`src/rtl/sc_comparator_lost_multi_players_pkg.sv`:
```
// Shared definitions for the multi-player lost comparator: lane state
// encoding, game-over mode selectors and a width helper.
package sc_comparator_lost_multi_players_pkg;

  // Per-player lane states.
  localparam logic [1:0] ST_ALIVE = 2'd0;
  localparam logic [1:0] ST_GRACE = 2'd1;
  localparam logic [1:0] ST_LOST  = 2'd2;

  // Game-over reduction selectors.
  localparam int GAMEOVER_ALL = 0;
  localparam int GAMEOVER_ANY = 1;

  // Ceiling log2; clog2(1) = 0, clog2(4) = 2, clog2(3) = 2.
  function automatic int clog2(input int value);
    int result;
    int v;
    result = 0;
    v = value - 1;
    while (v > 0) begin
      result = result + 1;
      v = v >> 1;
    end
    return result;
  endfunction

  // Grace counter width; at least one bit even when grace is disabled.
  function automatic int grace_width(input int frames);
    return (frames > 0) ? clog2(frames + 1) : 1;
  endfunction

endpackage

```
`src/rtl/sc_comparator_lost_lane.sv`:
```
// One player lane: overlap reduction, ALIVE/GRACE/LOST state machine,
// lives counter, grace counter and a one-cycle hit pulse.
module sc_comparator_lost_lane
  import sc_comparator_lost_multi_players_pkg::*;
#(
  parameter int DATAWIDTH    = 8,
  parameter int LIVES_INIT   = 3,
  parameter int GRACE_FRAMES = 2,
  parameter int LIVESWIDTH   = 2
) (
  input  logic                  clk,
  input  logic                  rst,
  input  logic                  restart,
  input  logic                  sample,
  input  logic [DATAWIDTH-1:0]  obstacle,
  input  logic [DATAWIDTH-1:0]  player,
  output logic                  hit,
  output logic [LIVESWIDTH-1:0] lives,
  output logic                  lost,
  output logic                  lost_next
);

  localparam int GW = grace_width(GRACE_FRAMES);
  localparam logic [LIVESWIDTH-1:0] LIVES_LOAD = LIVESWIDTH'(LIVES_INIT);
  localparam logic [LIVESWIDTH-1:0] LIVES_ONE  = LIVESWIDTH'(1);
  localparam logic [GW-1:0]         GRACE_LOAD = GW'(GRACE_FRAMES);
  localparam logic [GW-1:0]         GRACE_ONE  = GW'(1);

  logic [1:0]            state;
  logic [1:0]            state_n;
  logic [LIVESWIDTH-1:0] lives_n;
  logic [GW-1:0]         grace;
  logic [GW-1:0]         grace_n;
  logic                  hit_n;
  logic                  overlap;

  assign overlap   = |(player & obstacle);
  assign lost      = (state == ST_LOST);
  assign lost_next = (state_n == ST_LOST);

  // Next-state logic; restart outranks sample, and only strobed cycles advance.
  always_comb begin
    state_n = state;
    lives_n = lives;
    grace_n = grace;
    hit_n   = 1'b0;
    if (restart) begin
      state_n = ST_ALIVE;
      lives_n = LIVES_LOAD;
      grace_n = '0;
    end else if (sample) begin
      case (state)
        ST_ALIVE: begin
          if (overlap) begin
            hit_n = 1'b1;
            if (lives <= LIVES_ONE) begin
              lives_n = '0;
              state_n = ST_LOST;
            end else begin
              lives_n = lives - LIVES_ONE;
              if (GRACE_FRAMES > 0) begin
                grace_n = GRACE_LOAD;
                state_n = ST_GRACE;
              end
            end
          end
        end
        ST_GRACE: begin
          if (grace <= GRACE_ONE) begin
            grace_n = '0;
            state_n = ST_ALIVE;
          end else begin
            grace_n = grace - GRACE_ONE;
          end
        end
        ST_LOST: begin
          lives_n = '0;
        end
        default: begin
          state_n = ST_ALIVE;
          lives_n = LIVES_LOAD;
          grace_n = '0;
        end
      endcase
    end
  end

  // State, counters and hit pulse register; reset forces the reload values.
  always_ff @(posedge clk or posedge rst) begin
    if (rst) begin
      state <= ST_ALIVE;
      lives <= LIVES_LOAD;
      grace <= '0;
      hit   <= 1'b0;
    end else begin
      state <= state_n;
      lives <= lives_n;
      grace <= grace_n;
      hit   <= hit_n;
    end
  end

endmodule

```
`src/rtl/sc_comparator_lost_multi_players.sv`:
```
// Multi-player lost comparator: one lane per player against a shared
// obstacle row, plus a registered game-over reduction over the lost flags.
module sc_comparator_lost_multi_players
  import sc_comparator_lost_multi_players_pkg::*;
#(
  parameter int DATAWIDTH     = 8,
  parameter int NPLAYERS      = 2,
  parameter int LIVES_INIT    = 3,
  parameter int GRACE_FRAMES  = 2,
  parameter int GAMEOVER_MODE = 0,
  localparam int LIVESWIDTH   = clog2(LIVES_INIT + 1)
) (
  input  logic                           SC_COMPARATOR_LOST_MULTI_PLAYERS_CLOCK_50,
  input  logic                           SC_COMPARATOR_LOST_MULTI_PLAYERS_RESET_InHigh,
  input  logic                           SC_COMPARATOR_LOST_MULTI_PLAYERS_restart_InHigh,
  input  logic                           SC_COMPARATOR_LOST_MULTI_PLAYERS_sample_InHigh,
  input  logic [DATAWIDTH-1:0]           SC_COMPARATOR_LOST_MULTI_PLAYERS_obstacle_InBUS,
  input  logic [NPLAYERS*DATAWIDTH-1:0]  SC_COMPARATOR_LOST_MULTI_PLAYERS_player_InBUS,
  output logic [NPLAYERS-1:0]            SC_COMPARATOR_LOST_MULTI_PLAYERS_hit_OutHigh,
  output logic [NPLAYERS*LIVESWIDTH-1:0] SC_COMPARATOR_LOST_MULTI_PLAYERS_lives_OutBUS,
  output logic [NPLAYERS-1:0]            SC_COMPARATOR_LOST_MULTI_PLAYERS_lost_OutLow,
  output logic                           SC_COMPARATOR_LOST_MULTI_PLAYERS_gameover_OutLow
);

  logic                clk;
  logic                rst;
  logic [NPLAYERS-1:0] lost;
  logic [NPLAYERS-1:0] lost_next;
  logic                gameover_next;
  logic                gameover;

  assign clk = SC_COMPARATOR_LOST_MULTI_PLAYERS_CLOCK_50;
  assign rst = SC_COMPARATOR_LOST_MULTI_PLAYERS_RESET_InHigh;

  genvar g;
  generate
    for (g = 0; g < NPLAYERS; g++) begin : g_lane
      sc_comparator_lost_lane #(
        .DATAWIDTH    (DATAWIDTH),
        .LIVES_INIT   (LIVES_INIT),
        .GRACE_FRAMES (GRACE_FRAMES),
        .LIVESWIDTH   (LIVESWIDTH)
      ) u_lane (
        .clk       (clk),
        .rst       (rst),
        .restart   (SC_COMPARATOR_LOST_MULTI_PLAYERS_restart_InHigh),
        .sample    (SC_COMPARATOR_LOST_MULTI_PLAYERS_sample_InHigh),
        .obstacle  (SC_COMPARATOR_LOST_MULTI_PLAYERS_obstacle_InBUS),
        .player    (SC_COMPARATOR_LOST_MULTI_PLAYERS_player_InBUS[g*DATAWIDTH +: DATAWIDTH]),
        .hit       (SC_COMPARATOR_LOST_MULTI_PLAYERS_hit_OutHigh[g]),
        .lives     (SC_COMPARATOR_LOST_MULTI_PLAYERS_lives_OutBUS[g*LIVESWIDTH +: LIVESWIDTH]),
        .lost      (lost[g]),
        .lost_next (lost_next[g])
      );
    end
  endgenerate

  // Game over uses next-state lost flags so it lands on the same edge as the lost flag.
  always_comb begin
    gameover_next = 1'b0;
    if (GAMEOVER_MODE == GAMEOVER_ANY) begin
      gameover_next = |lost_next;
    end else begin
      gameover_next = &lost_next;
    end
  end

  // Game-over register.
  always_ff @(posedge clk or posedge rst) begin
    if (rst) begin
      gameover <= 1'b0;
    end else begin
      gameover <= gameover_next;
    end
  end

  assign SC_COMPARATOR_LOST_MULTI_PLAYERS_lost_OutLow     = ~lost;
  assign SC_COMPARATOR_LOST_MULTI_PLAYERS_gameover_OutLow = ~gameover;

endmodule
```
`config.mk`:
```
export PLATFORM = sky130hd
export DESIGN_NAME = sc_comparator_lost_multi_players
export DESIGN_NICKNAME = d
export VERILOG_FILES = /design/src/rtl/sc_comparator_lost_multi_players_pkg.sv /design/src/rtl/sc_comparator_lost_lane.sv /design/src/rtl/sc_comparator_lost_multi_players.sv
export SDC_FILE = /design/constraint.sdc
export NUM_CORES = 1
export LEC_CHECK = 0
export ABC_AREA = 0
export BUFFER_PORTS_ARGS = -buffer_cell sky130_fd_sc_hd__clkbuf_2
export CELL_PAD_IN_SITES_DETAIL_PLACEMENT = 1
export CELL_PAD_IN_SITES_GLOBAL_PLACEMENT = 1
export CORE_MARGIN = 3
export CORE_UTILIZATION = 34
export DETAILED_ROUTE_END_ITERATION = 10
export PLACE_DENSITY_LB_ADDON = 0.1
export RECOVER_POWER = 100
export SLEW_MARGIN = 0
export SYNTH_ARGS = -nofsm -noshare
export SYNTH_HDL_FRONTEND = slang
export SYNTH_SLANG_ARGS = --single-unit
export TNS_END_PERCENT = 5
```
`constraint.sdc`:
```
create_clock -name SC_COMPARATOR_LOST_MULTI_PLAYERS_CLOCK_50 -period 1.7 [get_ports SC_COMPARATOR_LOST_MULTI_PLAYERS_CLOCK_50]
set_clock_uncertainty 0.05 [all_clocks]
set_input_delay 0.255 -clock SC_COMPARATOR_LOST_MULTI_PLAYERS_CLOCK_50 [delete_from_list [all_inputs] [get_ports SC_COMPARATOR_LOST_MULTI_PLAYERS_CLOCK_50]]
set_output_delay 0.255 -clock SC_COMPARATOR_LOST_MULTI_PLAYERS_CLOCK_50 [all_outputs]
set_load 0.02 [all_outputs]
```
After elaboration in Yosys (flattened, before gate mapping)
Cells that the tools add are included.
{"block": "totals", "ff_bits": 15, "in_bits": 28, "out_inout_bits": 9, "word_cells": 87}
{"block": "op_classes", "n_addsub": 4, "n_lt_le_gt_ge": 4, "eq_ne": 14, "n_mux": 42, "bitwise_logic": 4, "n_reduce_logical": 10}
{"cell": "two-way mux 2 bit", "n": 28}
{"cell": "case mux 2 bit (3 select lines)", "n": 6}
{"cell": "bitwise AND 8 bit", "n": 2}
{"cell": "OR reduction 8 bit", "n": 2}
{"cell": "equality test 2 bit, second input constant", "n": 4}
{"cell": "<= comparator 2 x 1 -> 1 bit, second input constant", "n": 4}
{"cell": "two-way mux 1 bit", "n": 8}
{"cell": "!= test 2 bit, second input constant", "n": 4}
{"cell": "AND reduction 4 bit", "n": 2}
{"cell": "subtractor 2 x 1 -> 2 bit, second input constant", "n": 4}
{"cell": "!= test 3 x 2 -> 1 bit, second input constant", "n": 2}
{"cell": "!= test 3 bit, second input constant", "n": 2}
{"cell": "AND reduction 3 bit", "n": 2}
{"cell": "equality test 2 x 1 -> 1 bit, second input constant", "n": 2}
{"cell": "logical NOT 2 bit", "n": 2}
{"cell": "inverter 2 bit", "n": 1}
{"cell": "AND reduction 2 bit", "n": 1}
{"cell": "nonzero test 2 bit", "n": 1}
{"cell": "inverter 1 bit", "n": 1}

Logic depth before layout (Yosys ltp)
Gate-level depths: netlist (run 1).
{"block": "logic_depth", "ltp_word": 8, "mapped_depth": 5, "ltp_nobuf": 4}

Modules after synthesis
A second synthesis (run 1) with hierarchy kept.
{"block": "hier_totals", "cells_unflattened": 102, "area_unflattened_um2": 1023.5}
{"module": "sc_comparator_lost_lane at g_lane[1].u_lane", "instances": 1, "cells_each": 51, "area_each_um2": 498.0, "seq_area_each_um2": 177.7}
{"module": "sc_comparator_lost_lane at g_lane[0].u_lane", "instances": 1, "cells_each": 45, "area_each_um2": 479.2, "seq_area_each_um2": 177.7}
{"module": "sc_comparator_lost_multi_players", "instances": 1, "cells_each": 6, "area_each_um2": 46.3, "seq_area_each_um2": 25.0}

Worst setup path before layout (run 1)
OpenSTA, ideal clock, no wires.
{"block": "synth_timing", "kind": "reg-to-reg", "start": "register g_lane[0].u_lane.lives[1]", "end": "register g_lane[0].u_lane.grace[1]", "setup_time_ns": 0.111, "t_arrival_ns": 1.271, "required_time_ns": 1.539, "path_slack_ns": 0.268, "path_stages_with_launch": 4, "n_path_buf": 0, "synth_period_minus_slack_ns": 1.432, "path_cell_list": "dfstp_2 nor2b_1 a21oi_1 a2111oi_2"}
{"block": "synth_via", "elab_chain_len": 3}
{"item": "from (decl)", "line": "sc_comparator_lost_lane.sv:18", "rtl": "output logic [LIVESWIDTH-1:0] lives,"}
{"item": "from (signal assigned)", "line": "sc_comparator_lost_lane.sv:97", "rtl": "lives <= lives_n;"}
{"item": "<= comparator 2 x 1 -> 1 bit", "line": "sc_comparator_lost_lane.sv:56", "rtl": "if (lives <= LIVES_ONE) begin"}
{"item": "!= test 3 bit (no source line)"}
{"item": "AND reduction 4 bit (no source line)"}
{"item": "to (signal assigned)", "line": "sc_comparator_lost_lane.sv:98", "rtl": "grace <= grace_n;"}
{"item": "to (decl)", "line": "sc_comparator_lost_lane.sv:32", "rtl": "logic [GW-1:0] grace;"}
No other way between the ends.
A chain may end at the register's enable or synchronous reset.

Final worst setup path (run 1)
{"block": "layout_timing", "start": "register g_lane[0].u_lane.state[0]", "end": "output port SC_COMPARATOR_LOST_MULTI_PLAYERS_lost_OutLow[0]"}
{"block": "layout_via", "elab_chain_len": 2}
{"item": "from (decl)", "line": "sc_comparator_lost_lane.sv:29", "rtl": "logic [1:0] state;"}
{"item": "from (signal assigned)", "line": "sc_comparator_lost_lane.sv:96", "rtl": "state <= state_n;"}
{"item": "equality test 2 bit", "line": "sc_comparator_lost_lane.sv:38", "rtl": "assign lost = (state == ST_LOST);"}
{"item": "inverter 2 bit", "line": "sc_comparator_lost_multi_players.sv:77", "rtl": "assign SC_COMPARATOR_LOST_MULTI_PLAYERS_lost_OutLow = ~lost;"}
{"item": "to (decl)", "line": "sc_comparator_lost_multi_players.sv:21", "rtl": "output logic [NPLAYERS-1:0] SC_COMPARATOR_LOST_MULTI_PLAYERS_lost_OutLow,"}
No other way between the ends.

==> results of run 1 <==
how the worst max path moves through the flow:
stage	slack (ns)	cells past startpoint	start	to
2_1_floorplan	0.27	3	g_lane[0].u_lane.lives[1]	g_lane[0].u_lane.grace[1]
3_3_place_gp	0.15	5	SC_COMPARATOR_LOST_MULTI_PLAYERS_player_InBUS[0]	g_lane[0].u_lane.grace[1]
3_5_place_dp	0.13	5	SC_COMPARATOR_LOST_MULTI_PLAYERS_player_InBUS[0]	g_lane[0].u_lane.grace[1]
4_1_cts	0.26	2	g_lane[0].u_lane.state[0]	SC_COMPARATOR_LOST_MULTI_PLAYERS_lost_OutLow[0]
5_1_grt	0.14	4	g_lane[0].u_lane.lives[1]	g_lane[0].u_lane.lives[0]
6_report	0.22	2	g_lane[0].u_lane.state[0]	SC_COMPARATOR_LOST_MULTI_PLAYERS_lost_OutLow[0]
flip-flops by register name (all words and copies together) (netlist names):
| register | count |
|---|---|
| g_lane.u_lane.grace | 4 |
| g_lane.u_lane.lives | 4 |
| g_lane.u_lane.state | 4 |
| g_lane.u_lane.hit | 2 |
| gameover | 1 |
stage by stage:
stage / util (%) / total power (W) / instances
final: 44.84 / 0.0008466 / 166
after global routing: 44.84 / 0.0008976 / 166
after CTS: 45.83 / 0.0008672 / 166
after detailed placement: 44.39 / 0.0006473 / 161
after global placement: 44.39 / 0.0006404 / 161
after floorplan: - / 0.0005630 / 99
cell type report:
class | instances | area (sq um)
Inverter | 6 | 22.52
Sequential cell | 15 | 380.4
Clock buffer | 4 | 26.28
Fill cell | 323 | 1391
Tap cell | 30 | 37.54
Multi-Input combinational cell | 72 | 478.0
Timing Repair Buffer | 39 | 186.4
cell usage in the layout (no fill, tap or decap), types with 2 or more instances in the layout:
master	n
sky130_fd_sc_hd__nor2_1	8
sky130_fd_sc_hd__clkbuf_4	3
sky130_fd_sc_hd__clkbuf_1	12
sky130_fd_sc_hd__nand3_1	2
sky130_fd_sc_hd__a22o_1	4
sky130_fd_sc_hd__nand2b_1	5
sky130_fd_sc_hd__nand2_1	5
sky130_fd_sc_hd__nor2b_1	3
sky130_fd_sc_hd__nor3_1	3
sky130_fd_sc_hd__inv_1	6
sky130_fd_sc_hd__dfrtp_1	11
sky130_fd_sc_hd__dfstp_2	3
sky130_fd_sc_hd__nand3b_1	2
sky130_fd_sc_hd__a22oi_1	4
sky130_fd_sc_hd__a21oi_1	10
sky130_fd_sc_hd__clkbuf_2	27
sky130_fd_sc_hd__a211o_1	2
sky130_fd_sc_hd__o21ai_0	2
kinds of logic after synthesis:
family	Yosys count
AO/OA/AOI/OAI	35
multiplexers	1
AND/OR/NAND/NOR	36
flip-flops	15
buffers and inverters	12
metal layers:
metal  track usage [%]  vias to the layer above  part of all wire [%]
li1                  -                      446                     -
met2             28.39                       31                    46
met4             4.967                        0                   1.0
met3             3.786                        4                   9.1
met5                 0                        -                     0
met1             21.23                      452                    44
worst register-to-register path, stage by stage (launching register included):
cell	delay (ns)
sky130_fd_sc_hd__dfstp_2	0.57
sky130_fd_sc_hd__nor2b_1	0.20
sky130_fd_sc_hd__clkbuf_1	0.20
sky130_fd_sc_hd__nand2_1	0.07
sky130_fd_sc_hd__o311ai_1	0.23
where the power goes:
part / internal (W) / total (W) / switching, W
sequential: 0.000389 / 0.000422 / 0.0000328
combinational: 0.0000883 / 0.000205 / 0.000117
clock: 0.0000912 / 0.000219 / 0.000128
total: 0.000569 / 0.000847 / 0.000278
==> results.rst, run 1 <==
.. list-table::
   :header-rows: 1

   * - Metric
     - Value
   * - Io pins
     - 37
   * - Syn Inst Count
     - 99
   * - Total leakage power
     - 0.5145 nW
   * - Mapped Nets
     - between 100 and 150
   * - Simple-gate share of the synthesized area
     - 22.21%
   * - Tightest hold margin
     - a little over 0.3 ns
   * - Post-synthesis adder-cell area fraction
     - 0%
   * - Global-route wire length before repair
     - about 4.4 mm
   * - RSZ-0062 raised after global routing
     - false
   * - # diodes
     - 0
   * - Unique masters post-synth
     - 40
   * - Number of instances on the worst hold path
     - 2
   * - Number of nets still failing antenna checks after routing
     - 0
   * - Flop and latch count out of synthesis
     - 15
   * - Class of the worst hold path
     - in2reg
   * - Crit path time final
     - 1.484 ns
   * - Clock Tree Buf Depth
     - 2
   * - Area growth from synthesis to final layout
     - 23.16%
   * - Standard cell area after detailed placement
     - between 1000 and 1500 sq um
   * - Area of the core
     - 2522 sq um
   * - Least-Margin Pin Slew
     - roughly 0.6 ns
   * - Number of hold violations in the final report
     - 0
   * - Post-CTS sizing
     - 0
   * - Area share of the largest cell type after synthesis
     - between 20 and 30%
   * - Xor/xnor cell area share of the yosys netlist
     - 0%
   * - Startpoint types
     - register
   * - Avg Cell Area, Syn
     - 9.277 sq um
   * - Final Max Slew Viols
     - 0
   * - Clock Sink Count
     - 15
   * - Die width
     - roughly 58 um
   * - Fmax achieved
     - about 670 MHz
   * - Most common cell in the netlist
     - sky130_fd_sc_hd__dfrtp_1
   * - Most used flip-flop cell after synthesis
     - sky130_fd_sc_hd__dfrtp_1
   * - CP max stage delay
     - between 0.5 and 0.6 ns
   * - Worst reg2reg setup slack
     - 0.29 ns
   * - Worst path buffer plus inverter count
     - 1
   * - End of the worst register-to-register path
     - g_lane[0].u_lane.lives[0]
   * - Mux cell area share after synthesis
     - under 10%
   * - GPL Wtd Cong
     - 0.7878
   * - Gr usage total
     - about 17%
   * - Via count normalized by instance count
     - about 5.6
   * - Clock tree from TritonCTS
     - built
   * - Hold Crit Start
     - SC_COMPARATOR_LOST_MULTI_PLAYERS_restart_InHigh
   * - Most used standard cells in the synthesized netlist
     - sky130_fd_sc_hd__dfrtp_1 (11), sky130_fd_sc_hd__a21oi_1 (10), sky130_fd_sc_hd__nor2_1 (8), sky130_fd_sc_hd__inv_1 (6)
   * - Final period util
     - between 80% and 90%
   * - Final Instance Area
     - 1131 sq um
   * - Worst Reg2Reg Path Length in Cells
     - 4
   * - Insertion delay of the later-clocked pin in the worst-skew pair
     - 0.29 ns
   * - Hold_buf cts
     - 1
   * - Synth Warn #
     - 0
   * - Worst EP required
     - ~1.4 ns
   * - Largest area contributor in the netlist
     - sky130_fd_sc_hd__dfrtp_1
   * - Average wire per cell in the routed design
     - roughly 16 um
   * - DRC violations left
     - 0
   * - Top area cells in the synthesized netlist
     - sky130_fd_sc_hd__dfrtp_1 (30%), sky130_fd_sc_hd__dfstp_2 (11%), sky130_fd_sc_hd__a21oi_1 (5.4%)
   * - Setup tns final
     - 0 ns
   * - Proportion of layout cells with a drive suffix above 1
     - 27.21%
   * - Number of setup violations in the final report
     - 0
   * - Vias in the first global route
     - approximately 940
   * - # nets final
     - 165
   * - Complex-gate fraction of the synthesized area
     - slightly below 30%
   * - Post-detail-place hpwl
     - 2.049 mm
   * - Data arrival time at the worst-slack endpoint
     - 1.18 ns
   * - Critical path, cell by cell
     - nand2b_1 > clkbuf_1
   * - FFs w/ async S/R, synth
     - 100.0%
   * - Status
     - completed
   * - Reg clk slew, reported paths
     - 0.10 ns
   * - Headroom to the max-slew limit
     - between 50% and 60%
   * - Pre-CTS WS
     - 0.1291 ns
   * - Detailed-routing iteration count for the pre-antenna-repair pass
     - 2
   * - Number of synthesized flops with an enable pin
     - 0
   * - Worst setup margin
     - about 0.22 ns
   * - Kind of end point of the critical path
     - output port
   * - Root buffer selected by CTS
     - sky130_fd_sc_hd__clkbuf_4
   * - Drt total wl
     - approximately 2.6 mm
   * - Maximum net fanout on the critical path
     - 9
   * - Category of the critical setup timing path
     - reg2out
   * - Initial Util
     - roughly 36%
   * - Aggregate global routing overflow
     - 0
   * - Power density over the cells
     - around 750 nW/um^2
   * - Largest net degree at the start of global routing
     - 17
   * - Sequential share of the synthesized area
     - just over 40%
   * - Floorplan die height
     - roughly 58 um
   * - Maximum vdd ir drop
     - about 0.36 mV
   * - Worst R2R Start
     - g_lane[0].u_lane.lives[1]
   * - Detailed router's first-iteration violation count
     - 23
   * - Number of buffers inserted to repair setup after CTS
     - 0
   * - Synth Cell Area
     - between 900 and 1000 sq um
   * - Number of buffers inserted by port buffering
     - 36
   * - Number of antenna violations at the first check in global routing
     - 0
   * - Worst-path cell with the longest stage delay
     - sky130_fd_sc_hd__dfrtp_1
   * - Kind of cell with the highest combined delay on the critical path
     - flip-flops
   * - Via Count
     - 933
   * - Hold worst-path end
     - g_lane[0].u_lane.state[1]
   * - Number of max-capacitance violations reported
     - 0
   * - Dominant combinational cell family by area after synthesis
     - compound AO/OA/AOI/OAI gates
   * - Total clock buffers created by CTS
     - 3
   * - Number of rows created at floorplan
     - 18
   * - Area of the die
     - between 3000 and 4000 sq um
   * - H-Tree Depth
     - 1
No activity file was read; power rests on OpenSTA's default activity.
==> run 2, diff against run 1 <==
--- a/config.mk
+++ b/config.mk
@@ -12,6 +12,7 @@
 export CORE_MARGIN = 3
 export CORE_UTILIZATION = 34
 export DETAILED_ROUTE_END_ITERATION = 10
+export GPL_TIMING_DRIVEN = 0
 export PLACE_DENSITY_LB_ADDON = 0.1
 export RECOVER_POWER = 100
 export SLEW_MARGIN = 0
==> results.rst, run 2 (same netlist as run 1, synthesis figures left out) <==
.. list-table::
   :header-rows: 1

   * - Metric
     - Value
   * - Number of antenna violations at the first check in global routing
     - 0 (unchanged)
   * - Proportion of layout cells with a drive suffix above 1
     - 31.43% (+4.2 points)
   * - Number of rows created at floorplan
     - 18 (unchanged)
   * - Total clock buffers created by CTS
     - 3 (unchanged)
   * - Clock Tree Buf Depth
     - 2 (unchanged)
   * - Commonest non-fill, non-tap cell in the layout
     - sky130_fd_sc_hd__clkbuf_2
   * - Worst Reg2Reg Path Length in Cells
     - 3 (-1)
   * - End of the worst register-to-register path
     - gameover
   * - Power after layout
     - 0.0008459 W (about the same)
   * - Number of nets still failing antenna checks after routing
     - 0 (unchanged)
   * - Worst reg2reg setup slack
     - 0.16 ns (-0.13 ns)
   * - Power density over the cells
     - 724.6 nW/um^2 (-3.2%)
   * - Gr usage total
     - 16.40% (-0.35 points)
   * - Io pins
     - 37 (unchanged)
   * - Total leakage power
     - 0.5400 nW (+5.0%)
   * - Number of setup violations in the final report
     - 0 (unchanged)
   * - Number of buffers inserted by port buffering
     - 36 (unchanged)
   * - Data arrival time at the worst-slack endpoint
     - 1.66 ns (+0.48 ns)
   * - Crit path time final
     - 1.535 ns (+0.05151 ns)
   * - Detailed router's first-iteration violation count
     - 21 (-8.7%)
   * - # nets final
     - 169 (+2.4%)
   * - Insertion delay of the later-clocked pin in the worst-skew pair
     - 0.28 ns (about the same)
   * - Global-route wire length before repair
     - 4.264 mm (-2.7%)
   * - Final Max Slew Viols
     - 0 (unchanged)
   * - Maximum net fanout on the critical path
     - 6 (-3)
   * - GPL Wtd Cong
     - 0.7536 (-4.3%)
   * - Registers with the most flip-flops
     - g_lane.u_lane.grace: 4 flops, g_lane.u_lane.lives: 4 flops, g_lane.u_lane.state: 4 flops
   * - Net Sw Frac
     - 31.86% (-0.94 points)
   * - Number of buffers inserted to repair setup after CTS
     - 0 (unchanged)
   * - Worst R2R Start
     - g_lane[1].u_lane.lives[1]
   * - Switching power of the nets
     - 0.0002695 W (-2.9%)
   * - Hold worst-path end
     - g_lane[0].u_lane.hit
   * - Least-Margin Pin Slew
     - 0.6120 ns (+0.009875 ns)
   * - Post-detail-place hpwl
     - 2.078 mm (+1.4%)
   * - Via Count
     - 941 (+0.86%)
   * - Hold Crit Start
     - SC_COMPARATOR_LOST_MULTI_PLAYERS_restart_InHigh
   * - Setup tns final
     - 0 ns (unchanged)
   * - Largest net degree at the start of global routing
     - 16 (-1)
   * - Via count normalized by instance count
     - 5.535 (-1.5%)
   * - DRC violations left
     - 0 (unchanged)
   * - Pint
     - 0.0005764 W (+1.3%)
   * - H-Tree Depth
     - 1 (unchanged)
   * - Average wire per cell in the routed design
     - 15.62 um (-0.56%)
   * - Most frequent cells in the layout
     - sky130_fd_sc_hd__clkbuf_2 (30), sky130_fd_sc_hd__dfrtp_1 (11), sky130_fd_sc_hd__clkbuf_1 (10), sky130_fd_sc_hd__a21oi_1 (10), sky130_fd_sc_hd__nor2_1 (8)
   * - Detailed-routing iteration count for the pre-antenna-repair pass
     - 4 (+2)
   * - Class of the worst hold path
     - in2reg
   * - Combinational fraction of design power
     - 26.8% (+2.5 points)
   * - Clock Sink Count
     - 15 (unchanged)
   * - Area of the die
     - 3361 sq um (unchanged)
   * - Vias in the first global route
     - 939 (+0.11%)
   * - Category of the critical setup timing path
     - reg2reg
   * - Fmax achieved
     - 651.3 MHz (-3.4%)
   * - Fillers
     - 321 (-0.62%)
   * - Sequential cell fraction of total power
     - 48.7% (-1.2 points)
   * - Number of max-capacitance violations reported
     - 0 (unchanged)
   * - Startpoint types
     - register
   * - Root buffer selected by CTS
     - sky130_fd_sc_hd__clkbuf_4
   * - Maximum vdd ir drop
     - 0.4912 mV (+37%)
   * - Area of the core
     - 2522 sq um (unchanged)
   * - # diodes
     - 0 (unchanged)
   * - Die width
     - 57.97 um (unchanged)
   * - RSZ-0062 raised after global routing
     - false
   * - Reg clk slew, reported paths
     - 0.09 ns (about the same)
   * - Headroom to the max-slew limit
     - 59.16% (-0.66 points)
   * - Final period util
     - 90.31% (+3.0 points)
   * - Area growth from synthesis to final layout
     - 27.11%
   * - Aggregate global routing overflow
     - 0 (unchanged)
   * - Clk pwr share
     - 24.5% (-1.4 points)
   * - Floorplan die height
     - 57.97 um (unchanged)
   * - Worst EP required
     - 1.83 ns (+0.44 ns)
   * - Status
     - completed
   * - Number of cells in the design after placement
     - 165 (+2.5%)
   * - Number of hold violations in the final report
     - 0 (unchanged)
   * - Number of instances on the worst hold path
     - 3 (+1)
   * - Clock tree from TritonCTS
     - built
   * - Kind of end point of the critical path
     - register
   * - Final cell count without fillers
     - 170 (+2.4%)
   * - Initial Util
     - 36.41% (unchanged)
   * - Drt total wl
     - 2.656 mm (+1.8%)
[run 2: cell type report]
class / instances / area [sq um] / area share, %
Buffer: 6 / 31.28 / 2.680
Clock buffer: 4 / 26.28 / 2.251
Inverter: 6 / 22.52 / 1.929
Multi-Input combinational cell: 72 / 486.7 / 41.69
Sequential cell: 15 / 380.4 / 32.58
Tap cell: 30 / 37.54 / 3.215
Timing Repair Buffer: 37 / 182.7 / 15.65
[run 2: critical path, cell delays in order, from the launching register on]
cell and delay, ns:
sky130_fd_sc_hd__dfstp_1 0.65, sky130_fd_sc_hd__nor2b_1 0.31, sky130_fd_sc_hd__a32oi_1 0.18, sky130_fd_sc_hd__and4bb_1 0.24
[run 2: worst max-delay path by stage]
stage | from | to | slack (ns)
5_1_grt | g_lane[0].u_lane.state[0] | SC_COMPARATOR_LOST_MULTI_PLAYERS_lost_OutLow[0] | 0.06
2_1_floorplan | g_lane[0].u_lane.lives[1] | g_lane[0].u_lane.grace[1] | 0.27
3_3_place_gp | SC_COMPARATOR_LOST_MULTI_PLAYERS_obstacle_InBUS[0] | gameover | 0.1
4_1_cts | g_lane[0].u_lane.lives[1] | g_lane[0].u_lane.grace[1] | 0.12
6_report | g_lane[1].u_lane.lives[1] | gameover | 0.16
3_5_place_dp | SC_COMPARATOR_LOST_MULTI_PLAYERS_player_InBUS[0] | g_lane[0].u_lane.grace[1] | 0.09
[run 2: per-stage QoR]
| stage | setup slack [ns] | util, % | hold slack, ns | area, sq um |
|---|---|---|---|---|
| floorplan | 0.2675 | - | 0.1036 | 918.4 |
| global placement | 0.09857 | 45.04 | 0.2854 | 1136 |
| detailed placement | 0.09478 | 45.04 | 0.2847 | 1136 |
| CTS | 0.1182 | 46.48 | 0.2802 | 1172 |
| global route | 0.05644 | 46.28 | 0.2983 | 1167 |
| finish | 0.1647 | 46.28 | 0.2948 | 1167 |
[run 2: power by group through the flow]
stage	combinational [W]	sequential, W	clock (W)
6_report	0.000226	0.000412	0.000207
5_1_grt	0.000251	0.000418	0.000238
4_1_cts	0.000233	0.000414	0.000219
3_5_place_dp	0.000230	0.000420	0
3_3_place_gp	0.000223	0.000419	0
2_1_floorplan	0.000137	0.000426	0
[run 2: metal layers]
metal / routed length, um / up-vias / GRT usage [%] / share of wire, %
li1: - / 455 / - / -
met1: 1189 / 453 / 21.00 / 45
met2: 1239 / 31 / 27.26 / 47
met3: 210 / 2 / 4.009 / 7.9
met4: 15 / 0 / 4.967 / 0.56
met5: 0 / - / 0 / 0
[run 2: timing repair]
item	CTS	global route
hold buffers	1	0
hold endpoints to repair	11	0
gates resized for setup	0	1
setup endpoints to repair	0	1
